--- src/rtl/counter_sched_pkg.sv ---
// Shared types and helpers for the round-robin counter scheduler.
package counter_sched_pkg;

  localparam int DEF_NCH   = 4;
  localparam int DEF_WIDTH = 8;

  typedef logic [$clog2(DEF_NCH)-1:0] chan_idx_t;

  // Wraps at n rather than at a power of two, so non-power-of-two NCH works.
  function automatic int unsigned next_idx(input int unsigned idx, input int unsigned n);
    return (idx + 1 >= n) ? 0 : idx + 1;
  endfunction

endpackage

--- src/rtl/rr_arbiter.sv ---
// Combinational round-robin grant starting at ptr, with a registered pointer
// that moves past the winner on every grant.
module rr_arbiter
  import counter_sched_pkg::*;
#(
  parameter int NCH = DEF_NCH,
  parameter int PW  = $clog2(NCH)
) (
  input  logic          clk,
  input  logic          reset,
  input  logic [NCH-1:0] req_i,
  output logic [NCH-1:0] gnt_o,
  output logic [PW-1:0]  gnt_idx_o,
  output logic           gnt_vld_o
);

  logic [PW-1:0] ptr_q;
  logic [PW:0]   pos;
  logic [PW-1:0] idx;

  always_comb begin
    gnt_o     = '0;
    gnt_idx_o = '0;
    gnt_vld_o = 1'b0;
    pos       = '0;
    idx       = '0;
    for (int k = 0; k < NCH; k++) begin
      pos = {1'b0, ptr_q} + (PW+1)'(k);
      if (pos >= (PW+1)'(NCH)) pos = pos - (PW+1)'(NCH);
      idx = pos[PW-1:0];
      // Grant is held low during reset so nothing is accepted while clearing.
      if (!gnt_vld_o && !reset && req_i[idx]) begin
        gnt_vld_o  = 1'b1;
        gnt_idx_o  = idx;
        gnt_o[idx] = 1'b1;
      end
    end
  end

  always_ff @(posedge clk or posedge reset) begin
    if (reset)          ptr_q <= '0;
    else if (gnt_vld_o) ptr_q <= PW'(next_idx(32'(gnt_idx_o), NCH));
  end

endmodule

--- src/rtl/counter_inc_sched.sv ---
// NCH counters sharing one incrementer; a round-robin arbiter picks which
// channel's request is served each cycle.
module counter_inc_sched
  import counter_sched_pkg::*;
#(
  parameter int NCH   = DEF_NCH,
  parameter int WIDTH = DEF_WIDTH
) (
  input  logic                 clk,
  input  logic                 reset,
  input  logic [NCH-1:0]       req_valid,
  output logic [NCH-1:0]       req_ready,
  input  logic [NCH-1:0]       clr,
  output logic [NCH*WIDTH-1:0] count,
  output logic [NCH-1:0]       wrap,
  output logic                 busy
);

  localparam int PW = $clog2(NCH);

  logic [NCH-1:0][WIDTH-1:0] count_q, count_d;
  logic [NCH-1:0]            wrap_q, wrap_d;
  logic [PW-1:0]             gnt_idx;
  logic                      gnt_vld;
  logic [WIDTH-1:0]          sel_cnt;
  logic [WIDTH:0]            inc_w;

  rr_arbiter #(.NCH(NCH), .PW(PW)) u_arb (
    .clk       (clk),
    .reset     (reset),
    .req_i     (req_valid),
    .gnt_o     (req_ready),
    .gnt_idx_o (gnt_idx),
    .gnt_vld_o (gnt_vld)
  );

  // Single shared incrementer; its carry-out is the wrap flag.
  assign sel_cnt = count_q[gnt_idx];
  assign inc_w   = {1'b0, sel_cnt} + (WIDTH+1)'(1);

  always_comb begin
    count_d = count_q;
    wrap_d  = '0;
    for (int i = 0; i < NCH; i++) begin
      if (clr[i]) begin
        count_d[i] = '0;
      end else if (gnt_vld && gnt_idx == PW'(i)) begin
        count_d[i] = inc_w[WIDTH-1:0];
        wrap_d[i]  = inc_w[WIDTH];
      end
    end
  end

  always_ff @(posedge clk or posedge reset) begin
    if (reset) begin
      count_q <= '0;
      wrap_q  <= '0;
    end else begin
      count_q <= count_d;
      wrap_q  <= wrap_d;
    end
  end

  assign count = count_q;
  assign wrap  = wrap_q;
  assign busy  = |req_valid;

endmodule

--- config.mk ---
export PLATFORM = sky130hd
export DESIGN_NAME = counter_inc_sched
export DESIGN_NICKNAME = d
export VERILOG_FILES = /design/src/rtl/counter_sched_pkg.sv /design/src/rtl/rr_arbiter.sv /design/src/rtl/counter_inc_sched.sv
export SDC_FILE = /design/constraint.sdc
export NUM_CORES = 1
export LEC_CHECK = 0
export BUFFER_PORTS_ARGS = -buffer_cell sky130_fd_sc_hd__buf_2
export CAP_MARGIN = 10
export CORE_MARGIN = 2
export CORE_UTILIZATION = 50
export CTS_CLUSTER_SIZE = 40
export DETAILED_ROUTE_END_ITERATION = 6
export PLACE_DENSITY = 0.72
export SLEW_MARGIN = 10
export SYNTH_ARGS = -nofsm -noshare
export SYNTH_HDL_FRONTEND = slang
export SYNTH_SLANG_ARGS = --single-unit
--- constraint.sdc ---
create_clock -name clk -period 3.9 [get_ports clk]
set_clock_uncertainty 0.05 [all_clocks]
set_input_delay 0.39 -clock clk [delete_from_list [all_inputs] [get_ports clk]]
set_output_delay 0.39 -clock clk [all_outputs]
set_load 0.01 [all_outputs]
==> results of run 1 <==
## state kept, by name, summed over array words and instances, names as in the netlist
name / flops
wrap: 4
count: 32
u_arb.ptr_q: 2
## synthesized netlist by cell type (2+ instances only)
| library cell | n | area [µm²] |
|---|---|---|
| nand2b_1 | 4 | 25.0 |
| nor4_1 | 3 | 18.8 |
| or3_1 | 2 | 12.5 |
| nand3_1 | 4 | 20.0 |
| nand4b_1 | 2 | 17.5 |
| nor3_1 | 7 | 35.0 |
| buf_4 | 3 | 22.5 |
| buf_2 | 3 | 15.0 |
| a222oi_1 | 4 | 40.0 |
| o22ai_1 | 3 | 18.8 |
| ha_1 | 9 | 113 |
| and3b_1 | 4 | 35.0 |
| nor2_1 | 46 | 173 |
| or2_2 | 2 | 12.5 |
| mux2i_1 | 31 | 310 |
| dfrtp_1 | 38 | 951 |
| a21oi_1 | 3 | 15.0 |
| mux2_4 | 2 | 30.0 |
| nand2_1 | 9 | 33.8 |
| a311oi_1 | 8 | 70.1 |
| o31a_1 | 4 | 35.0 |
| o31ai_1 | 3 | 22.5 |
| nor2b_1 | 6 | 37.5 |
| xnor2_1 | 2 | 17.5 |
| a221oi_1 | 2 | 17.5 |
| inv_1 | 14 | 52.6 |
| xor2_1 | 2 | 17.5 |
| and3_1 | 3 | 18.8 |
| clkbuf_1 | 5 | 18.8 |
| o21ai_0 | 5 | 25.0 |
| a211oi_1 | 13 | 97.6 |
| mux2_2 | 7 | 78.8 |
| buf_1 | 4 | 15.0 |
| buf_6 | 3 | 33.8 |
## critical path: stages, from the launching register on
cell and delay [ns]:
dfrtp_1 0.38, inv_1 0.13, ha_1 0.29, mux2i_1 0.15
mux2_4 0.32, a211oi_2 0.25, o21a_4 0.26, mux2i_1 0.12
mux2_2 0.30, or3_4 0.41, or4_4 0.55, a311oi_1 0.28
## power by group
group / internal, mW / total (mW) / leakage (nW) / switching [mW]
sequential: 0.511 / 0.595 / 0.516 / 0.0846
combinational: 0.624 / 1.47 / 0.968 / 0.847
clock: 0.142 / 0.279 / 0.0472 / 0.137
total: 1.28 / 2.35 / 1.53 / 1.07
## area by class of cell
cell class                      count  area, µm²
Fill cell                         464       2050
Timing Repair Buffer               62        340
Clock inverter                      2       12.5
Clock buffer                        6       82.6
Multi-Input combinational cell    198       1440
Sequential cell                    38        951
Tap cell                           70       87.6
Inverter                           14       52.6
## per-stage QoR
| step | hold WS, ns | power (mW) | area [µm²] |
|---|---|---|---|
| global route | 0.348 | 2.54 | 2960 |
| CTS | 0.294 | 2.34 | 2950 |
| detailed placement | 0.492 | 2.05 | 2860 |
| floorplan | 0.523 | 1.70 | 2560 |
| global placement | 0.489 | 2.03 | 2860 |
| finish | 0.291 | 2.35 | 2960 |
## worst max path at each step
stage	from	to
6_report	u_arb.ptr_q[1]	count[15]
2_1_floorplan	u_arb.ptr_q[0]	count[23]
4_1_cts	u_arb.ptr_q[1]	count[15]
3_5_place_dp	u_arb.ptr_q[1]	count[22]
5_1_grt	u_arb.ptr_q[1]	count[4]
3_3_place_gp	u_arb.ptr_q[1]	count[7]
## per-layer routing
metal / up-vias / track usage, % / share of wire [%]
li1: 1067 / - / -
met1: 1022 / 30.9 / 45
met2: 58 / 36.5 / 49
met3: 5 / 4.37 / 4.8
met4: 0 / 5.85 / 0.79
met5: - / 0 / 0
## what timing repair did
action / CTS / global route
setup endpoints to repair: 0 / 18
setup buffers: 0 / 0
resized for setup: 0 / 3
hold endpoints to repair: 0 / 0
## logic make-up (layout without fill, tap and decap cells)
logic type	count (synthesis)	after routing	synth area share [%]
AO/OA/AOI/OAI	49	49	14.8
buffers and inverters	34	84	7.14
adder cells (fa/ha/maj)	9	9	4.40
multiplexers	40	40	16.4
XOR/XNOR	4	4	1.37
flip-flops	38	38	37.2
AND/OR/NAND/NOR	96	96	18.7
==> metrics.yaml, run 1 <==
status: "finished clean"
finalNonFillerCells: 390
ioPinCount: 51
start_util_pct: 51.0
reg2reg_slack_ns: 0.31
period_needed_ns: 3.59
maxCapViolCount: 0
dr.pass1.iters: 4
pre_cts_slack_ns: 0.101
hp-class: "in2async"
final_layout_size_suffix_gt1_share_pct: 27.2
grt_max_degree: 40
cts.clk_slew.worst_paths_ns: 0.08
cp_max_fo: 10
path_class: "reg2reg"
track_usage_pct: 22.5
synth.distinct_cells: 44
maxSlewHeadroom_pct: 53.2
arrival_ns: 3.73
cts.sinks: 38
die_h_um: 75.5
core_area_mm2: 0.00501
critPathRequiredTime_ns: 4.04
htree_levels: 2
post_cts_hold_buffer_count: 0
finalWorstSetupSlack_ns: 0.313
area_delta_synth_final_pct: 15.9
setup_viol_count_final: 0
first_global_vias: 2007
post-route-drc-count: 0
netlist_area_mm2: 0.00256
diodes: 0
cp-end-kind: "flip-flop"
dp_hpwl_um: 4300
p_per_area_mw_per_mm2: 791
hold_violations: 0
dieArea_mm2: 0.00570
routed_wl_um: 6040
yosys_warnings: 0
root_buffer: "clkbuf_8"
synthCells: 270
dpl.cell_count: 382
synth_flop_cell: "dfrtp_1"
clock_latency_ns: 0.29
wl_per_cell_um: 15.5
clockBufferDepth: 2
finalNetCount: 338
async_reset_ff_share_pct: 100
post-route-period-util_pct: 92.0
final_antenna_net_count: 0
syn_nets: 289
grt_pass1_wl_um: 9690
report.final.slew_viol_count: 0
cts_buffers: 5
die_w_um: 75.5
p_leak_nw: 1.53
fin_util_pct: 59.2
tns_ns: 0
final_common_cell: "buf_2"
avgSynthCellArea_um2: 9.47
synth_edf_count: 0
vdd_drop_max_uv: 401
io_buffers: 50
seq_area_frac_synth_pct: 37.2
rr_worst_depth: 11
fp-row-count: 26
place.gp.congestion: 0.830
yosys_register_bits: 38
fmax_ghz: 0.279
via_count: 2152
tightest_slew_ns: 0.697
start_kind: "flip-flop"
final_cell_mix: "buf_2, nor2_1, dfrtp_1"
overflow: 0
antenna_found_initial: 0
first_iter_violations: 175
r2r_start: "u_arb.ptr_q[1]"
r2r_end: "count[15]"
cts_tree: "built"
via_per_inst: 5.52
Note: power is estimated with default switching activity, not from simulation.
==> run 2: changes to the inputs <==
--- a/config.mk
+++ b/config.mk
@@ -5,7 +5,7 @@
 export SDC_FILE = /design/constraint.sdc
 export NUM_CORES = 1
 export LEC_CHECK = 0
-export BUFFER_PORTS_ARGS = -buffer_cell sky130_fd_sc_hd__buf_2
+export BUFFER_PORTS_ARGS = -buffer_cell sky130_fd_sc_hd__clkbuf_2
 export CAP_MARGIN = 10
 export CORE_MARGIN = 2
 export CORE_UTILIZATION = 50
==> run 2 against run 1 <==
Cell count decreased by 0.26%. Sequential power increased by 1%. Core utilization decreased by 0.42 points. Critical path depth increased by 2. Via count increased by 1.1%. First-iteration DRC count decreased by 13%. Sequential share of layout area increased by 0.23 points. Global-route usage increased by 0.17 points. Count of clock-buffer cells in the layout unchanged. Critical path type unchanged.
==> metrics.yaml, run 2 (synthesized netlist as in run 1, its figures left out) <==
cts.clk_slew.worst_paths_ns: 0.07  # about the same
area_delta_synth_final_pct: 15.1
final_cell_mix: "clkbuf_2, nor2_1, dfrtp_1"
finalNetCount: 338  # unchanged
pre_cts_slack_ns: 0.0678  # -0.0336 ns
hp-class: "in2async"
post_cts_hold_buffer_count: 0  # unchanged
post-route-cell-area_mm2: 0.00294  # -0.72%
period_needed_ns: 3.60  # +0.00889 ns
vdd_drop_max_uv: 391  # -2.3%
cts_buffers: 5  # unchanged
report.final.slew_viol_count: 0  # unchanged
io_buffers: 50  # unchanged
diodes: 0  # unchanged
routed_wl_um: 6090  # +0.83%
dieArea_mm2: 0.00570  # unchanged
finalPower_mw: 2.32  # -0.92%
root_buffer: "clkbuf_8"
grt_setup_unrepaired: "no"
placed_area_mm2: 0.00286  # unchanged
place.gp.congestion: 0.831  # +0.14%
tns_ns: 0  # unchanged
first_global_vias: 2059  # +2.6%
maxCapViolCount: 0  # unchanged
post-route-period-util_pct: 92.2  # +0.23 points
clockBufferDepth: 2  # unchanged
critPathRequiredTime_ns: 4.04  # about the same
cp-end-kind: "flip-flop"
wl_per_cell_um: 15.7  # +1.1%
p_leak_nw: 1.49  # -2.4%
p_per_area_mw_per_mm2: 790  # -0.20%
fmax_ghz: 0.278  # -0.25%
track_usage_pct: 22.6  # +0.17 points
dp_hpwl_um: 4390  # +1.9%
via_per_inst: 5.59  # +1.4%
first_iter_violations: 153  # -13%
via_count: 2176  # +1.1%
fp-row-count: 26  # unchanged
finalWorstSetupSlack_ns: 0.304  # -0.00888 ns
die_w_um: 75.5  # unchanged
cp_max_fo: 12  # +2
core_area_mm2: 0.00501  # unchanged
fillers: 471  # +1.5%
setup_viol_count_final: 0  # unchanged
post-route-drc-count: 0  # unchanged
die_h_um: 75.5  # unchanged
cts_tree: "built"
arrival_ns: 3.73  # about the same
grt_max_degree: 40  # unchanged
hold_violations: 0  # unchanged
start_util_pct: 51.0  # unchanged
post_cts_buffers: 0  # unchanged
final_antenna_net_count: 0  # unchanged
tightest_slew_ns: 0.718  # +0.0213 ns
ioPinCount: 51  # unchanged
final_common_cell: "clkbuf_2"
htree_levels: 2  # unchanged
antenna_found_initial: 0  # unchanged
cts.sinks: 38  # unchanged
start_kind: "flip-flop"
dr.pass1.iters: 5  # +1
maxSlewHeadroom_pct: 51.8  # -1.4 points
overflow: 0  # unchanged
clock_latency_ns: 0.28  # about the same
path_class: "reg2reg"
status: "finished clean"
final_layout_size_suffix_gt1_share_pct: 26.3  # -0.86 points
largest_reg_flops: 32  # unchanged
grt_pass1_wl_um: 9740  # +0.57%
## run 2: cell count changes in the layout (fill, tap and decap cells not counted), sizes merged
cell    change
clkinv      -1
clkbuf     +50
buf        -50
## run 2: power breakdown
| group | switching, mW | internal, mW | leakage (nW) | total (mW) |
|---|---|---|---|---|
| clock network | 0.133 | 0.123 | 0.0373 | 0.256 |
| registers | 0.0914 | 0.510 | 0.516 | 0.602 |
| logic | 0.844 | 0.623 | 0.941 | 1.47 |
## run 2: final cells by class
class | instances | area [µm²] | area share [%]
Clock buffer | 6 | 72.6 | 2.47
Clock inverter | 1 | 7.51 | 0.255
Inverter | 14 | 52.6 | 1.79
Multi-Input combinational cell | 198 | 1430 | 48.6
Sequential cell | 38 | 951 | 32.3
Tap cell | 70 | 87.6 | 2.98
Timing Repair Buffer | 62 | 340 | 11.6
## run 2: path summary, 6_finish.rpt
check | cells after the start | slack (ns) | to | from
setup reg to reg | 13 | 0.30 | count[15] | u_arb.ptr_q[1]
hold reg to reg | 2 | 0.53 | count[9] | count[9]
hold / removal | 3 | 0.31 | u_arb.ptr_q[0] | reset
setup / recovery | 13 | 0.30 | count[15] | u_arb.ptr_q[1]
min in group clk | 2 | 0.38 | count[7] | clr[0]
max in group asynchronous | 3 | 3.13 | count[4] | reset
## run 2: what timing repair did
| item | 4_1_cts | 5_1_grt |
|---|---|---|
| resized for setup | 0 | 2 |
| hold endpoints to repair | 0 | 0 |
| setup endpoints to repair | 0 | 18 |
## run 2: stage by stage
step                instances  hold slack (ns)  util, %
finish                    389            0.309     58.7
floorplan                 270            0.523        -
detailed placement        382            0.510     57.0
global placement          382            0.493     57.0
CTS                       389            0.325     58.6
global route              389            0.377     58.7
## run 2: per-layer routing
layer | part of all wire, % | routed length [µm] | track usage (%)
met4 | 0.66 | 40 | 7.02
met5 | 0 | 0 | 0
met1 | 44 | 2680 | 29.2
met3 | 5.1 | 309 | 3.44
met2 | 50 | 3050 | 39.2
## run 2: worst max-delay path, cell delays in order, from the launching register on
cell,delay [ns]
dfrtp_1,0.38
inv_1,0.13
ha_1,0.29
buf_4,0.19
nor2_1,0.12
o22ai_1,0.10
a31oi_1,0.17
nor4_1,0.07
nor2_1,0.12
buf_4,0.23
mux2_2,0.39
or3_4,0.42
or4_4,0.56
a311oi_1,0.29
==> run 3: changes to the inputs <==
--- a/config.mk
+++ b/config.mk
@@ -5,11 +5,12 @@
 export SDC_FILE = /design/constraint.sdc
 export NUM_CORES = 1
 export LEC_CHECK = 0
+export ABC_AREA = 1
 export BUFFER_PORTS_ARGS = -buffer_cell sky130_fd_sc_hd__clkbuf_2
 export CAP_MARGIN = 10
 export CORE_MARGIN = 2
 export CORE_UTILIZATION = 50
-export CTS_CLUSTER_SIZE = 40
+export CTS_CLUSTER_SIZE = 20
 export DETAILED_ROUTE_END_ITERATION = 6
 export PLACE_DENSITY = 0.72
 export SLEW_MARGIN = 10
==> constraint.sdc (replaced) <==
create_clock -name clk -period 3.3 [get_ports clk]
set_clock_uncertainty 0.05 [all_clocks]
set_input_delay 0.33 -clock clk [delete_from_list [all_inputs] [get_ports clk]]
set_output_delay 0.33 -clock clk [all_outputs]
set_load 0.01 [all_outputs]
==> run 3 against run 2 <==
Worst hold slack improved by 0.026 ns. Synthesized area increased by 0.49%. First-iteration DRC count grew 87%. Flip-flop and latch count did not move. Global-route usage grew 3.1 points. Critical path depth grew 2. Die area rose by 0.46%. Synthesized cell count increased by 29%. Sequential power increased by 20%. Cell area is 6.9% higher. Worst setup slack got worse by 0.099 ns. Sequential share of layout area fell by 2.0 points. Largest cell class unchanged.
==> metrics.yaml, run 3 <==
p_leak_nw: 1.69  # +13%
start_kind: "flip-flop"
die_h_um: 75.7  # +0.23%
clock_latency_ns: 0.30  # +0.02 ns
finalPower_mw: 3.76  # +62%
arrival_ns: 3.20  # -0.53 ns
track_usage_pct: 25.7  # +3.1 points
first_iter_violations: 286  # +87%
synth.top_cell.area_share_pct: 37.0  # -0.18 points
overflow: 0  # unchanged
pre_cts_slack_ns: 0.0813  # +0.0136 ns
area_delta_synth_final_pct: 22.4
grt_max_degree: 25  # -38%
finalNetCount: 439  # +30%
tightest_slew_ns: 0.404  # -0.315 ns
worstPathCellList: "inv_6, ha_1, inv_1, nand3_2, nand2_2, inv_1, o21bai_4, nand4_4, nand2_8, nand2_1, nand3_1, nand2_2, ha_2, xnor2_1, o22ai_1"
syn_nets: 366  # +27%
final_cell_mix: "nand2_1, inv_1, nand3_1"
report.final.slew_viol_count: 0  # unchanged
dieArea_mm2: 0.00573  # +0.46%
fmax_ghz: 0.323  # +16%
dp_hpwl_um: 5120  # +17%
post-route-period-util_pct: 93.8  # +1.6 points
synth-simple-area-share_pct: 37.6  # +19 points
via_per_inst: 5.31  # -5.2%
core_area_mm2: 0.00504  # +0.65%
hold_violations: 0  # unchanged
cpPeakStageDelay_ns: 0.42  # -0.14 ns
synth_compound_area_share_pct: 9.88  # -4.9 points
rr_worst_depth: 15  # +2
finalWorstSetupSlack_ns: 0.205  # -0.0990 ns
synth_top_family_by_area: "simple AND/OR/NAND/NOR gates"
synth_common_cells: "nand2_1, inv_1, nand3_1"
cp-end-kind: "flip-flop"
die_w_um: 75.7  # +0.23%
avgSynthCellArea_um2: 7.41  # -22%
holdPathStages: 4
setup_viol_count_final: 0  # unchanged
cp_num_cells: 15  # +2
status: "finished clean"
grt_pass1_wl_um: 11000  # +12%
synth_edf_count: 0  # unchanged
final_common_cell: "nand2_1"
synth_xor_area_share_pct: 0.341  # -1.0 points
cts_buffers: 5  # unchanged
async_reset_ff_share_pct: 100  # unchanged
final_layout_size_suffix_gt1_share_pct: 28.5  # +2.2 points
yosysMostFrequentCell: "nand2_1"
fp-row-count: 26  # unchanged
wl_per_cell_um: 14.2  # -9.2%
period_needed_ns: 3.09  # -0.501 ns
root_buffer: "clkbuf_8"
synth_flop_cell: "dfrtp_1"
maxCapViolCount: 0  # unchanged
critPathBufInv: 3  # unchanged
cp_max_fo: 19  # +7
synthAdderAreaFrac_pct: 4.38  # -0.021 points
wl_met3_um: 366  # +18%
synth_top_area_cell: "dfrtp_1"
via_count: 2605  # +20%
maxSlewHeadroom_pct: 72.9  # +21 points
seq_area_frac_synth_pct: 37.0  # -0.18 points
netlist_area_mm2: 0.00257  # +0.49%
synth.distinct_cells: 33  # -25%
yosys_warnings: 0  # unchanged
post-route-drc-count: 0  # unchanged
clockBufferDepth: 2  # unchanged
yosys_register_bits: 38  # unchanged
p_per_area_mw_per_mm2: 1190  # +51%
fin_util_pct: 62.4  # +3.6 points
crit_path_top_delay_cell: "dfrtp_1"
critPathRequiredTime_ns: 3.41  # -0.63 ns
routed_wl_um: 6980  # +15%
top_layer_used: "met4"
cp_top_family: "simple AND/OR/NAND/NOR gates"
diodes: 0  # unchanged
place.gp.congestion: 0.859  # +3.4%
synth_area_leaders: "dfrtp_1, nand2_1, nand3_1"
largest_reg_flops: 32  # unchanged
antenna_found_initial: 0  # unchanged
io_buffers: 50  # unchanged
final_antenna_net_count: 0  # unchanged
path_class: "reg2reg"
cts_tree: "built"
routed-wl-met2_um: 3460  # +13%
start_util_pct: 51.0  # -0.081 points
met1_length_um: 2970  # +11%
synthCells: 347  # +29%
cts.clk_slew.worst_paths_ns: 0.08  # about the same
vdd_drop_max_uv: 617  # +58%
dr.pass1.iters: 5  # unchanged
ioPinCount: 51  # unchanged
hp-class: "in2reg"
synthMuxAreaShare_pct: 0  # -16 points
first_global_vias: 2299  # +12%
htree_levels: 2  # unchanged
cts.sinks: 38  # unchanged
run 3: cell count changes after synthesis, sizes merged, moves of 9 or more:
| cell | delta |
|---|---|
| a211oi | -14 |
| buf | -10 |
| inv | +48 |
| mux2 | -9 |
| mux2i | -31 |
| nand2 | +87 |
| nand3 | +56 |
| nor2 | -22 |
| o21ai | +12 |
| o22ai | +13 |
run 3: metal layers:
layer  global-route usage (%)  vias up
li1                         -     1272
met1                     34.7     1221
met2                     42.6       94
met3                     4.10       18
met4                     8.19        0
met5                        0        -
run 3: cells by family (layout without fill, tap and decap cells):
group,Yosys count,after routing
buffers and inverters,67,140
AO/OA/AOI/OAI,40,40
adder cells (fa/ha/maj),9,9
flip-flops,38,38
XOR/XNOR,1,1
AND/OR/NAND/NOR,192,193
run 3: what timing repair did:
action	in CTS	in global routing
endpoints found under the setup margin	0	20
hold buffers	1	0
resized for setup	0	6
buffers inserted	0	8
hold endpoints to repair	14	0
run 3: metrics by stage:
step           cell area (µm²)  instances  hold WS, ns  TNS [ns]
2_1_floorplan             2570        347        0.224         0
3_3_place_gp              2950        473        0.265         0
3_5_place_dp              2950        473        0.283         0
4_1_cts                   3050        482        0.366         0
5_1_grt                   3150        491        0.345  -0.00137
6_report                  3150        491        0.334         0
run 3: final cells by class:
type	count	area (µm²)
Multi-Input combinational cell	243	1370
Sequential cell	38	952
Clock inverter	2	12.5
Inverter	63	244
Fill cell	497	1900
Tap cell	70	87.6
Clock buffer	6	82.6
Timing Repair Buffer	69	395
run 3: worst register-to-register path, delay by kind of cell (launching register included):
family / cells / cell delay (ns)
xor gates and xnor gates: 1 / 0.36
DFF: 1 / 0.42
and+or+nand+nor: 7 / 0.92
buffers and inverters: 3 / 0.28
AOI/OAI and AO/OA: 2 / 0.33
adders and majority gates: 2 / 0.59
run 3: power by group:
part | leakage, nW | internal [mW] | switching (mW)
Sequential | 0.522 | 0.612 | 0.111
Clock | 0.0472 | 0.168 | 0.175
Combinational | 1.12 | 0.919 | 1.77
Total | 1.69 | 1.70 | 2.06
run 3: worst paths after layout:
path / slack (ns) / start / to
hold reg to reg: 0.46 / count[15] / count[15]
min in group asynchronous: 0.49 / reset / u_arb.ptr_q[1]
max in group asynchronous: 2.12 / reset / count[1]
hold / removal: 0.33 / clr[2] / count[22]
setup / recovery: 0.21 / u_arb.ptr_q[0] / count[10]
setup reg to reg: 0.21 / u_arb.ptr_q[0] / count[10]
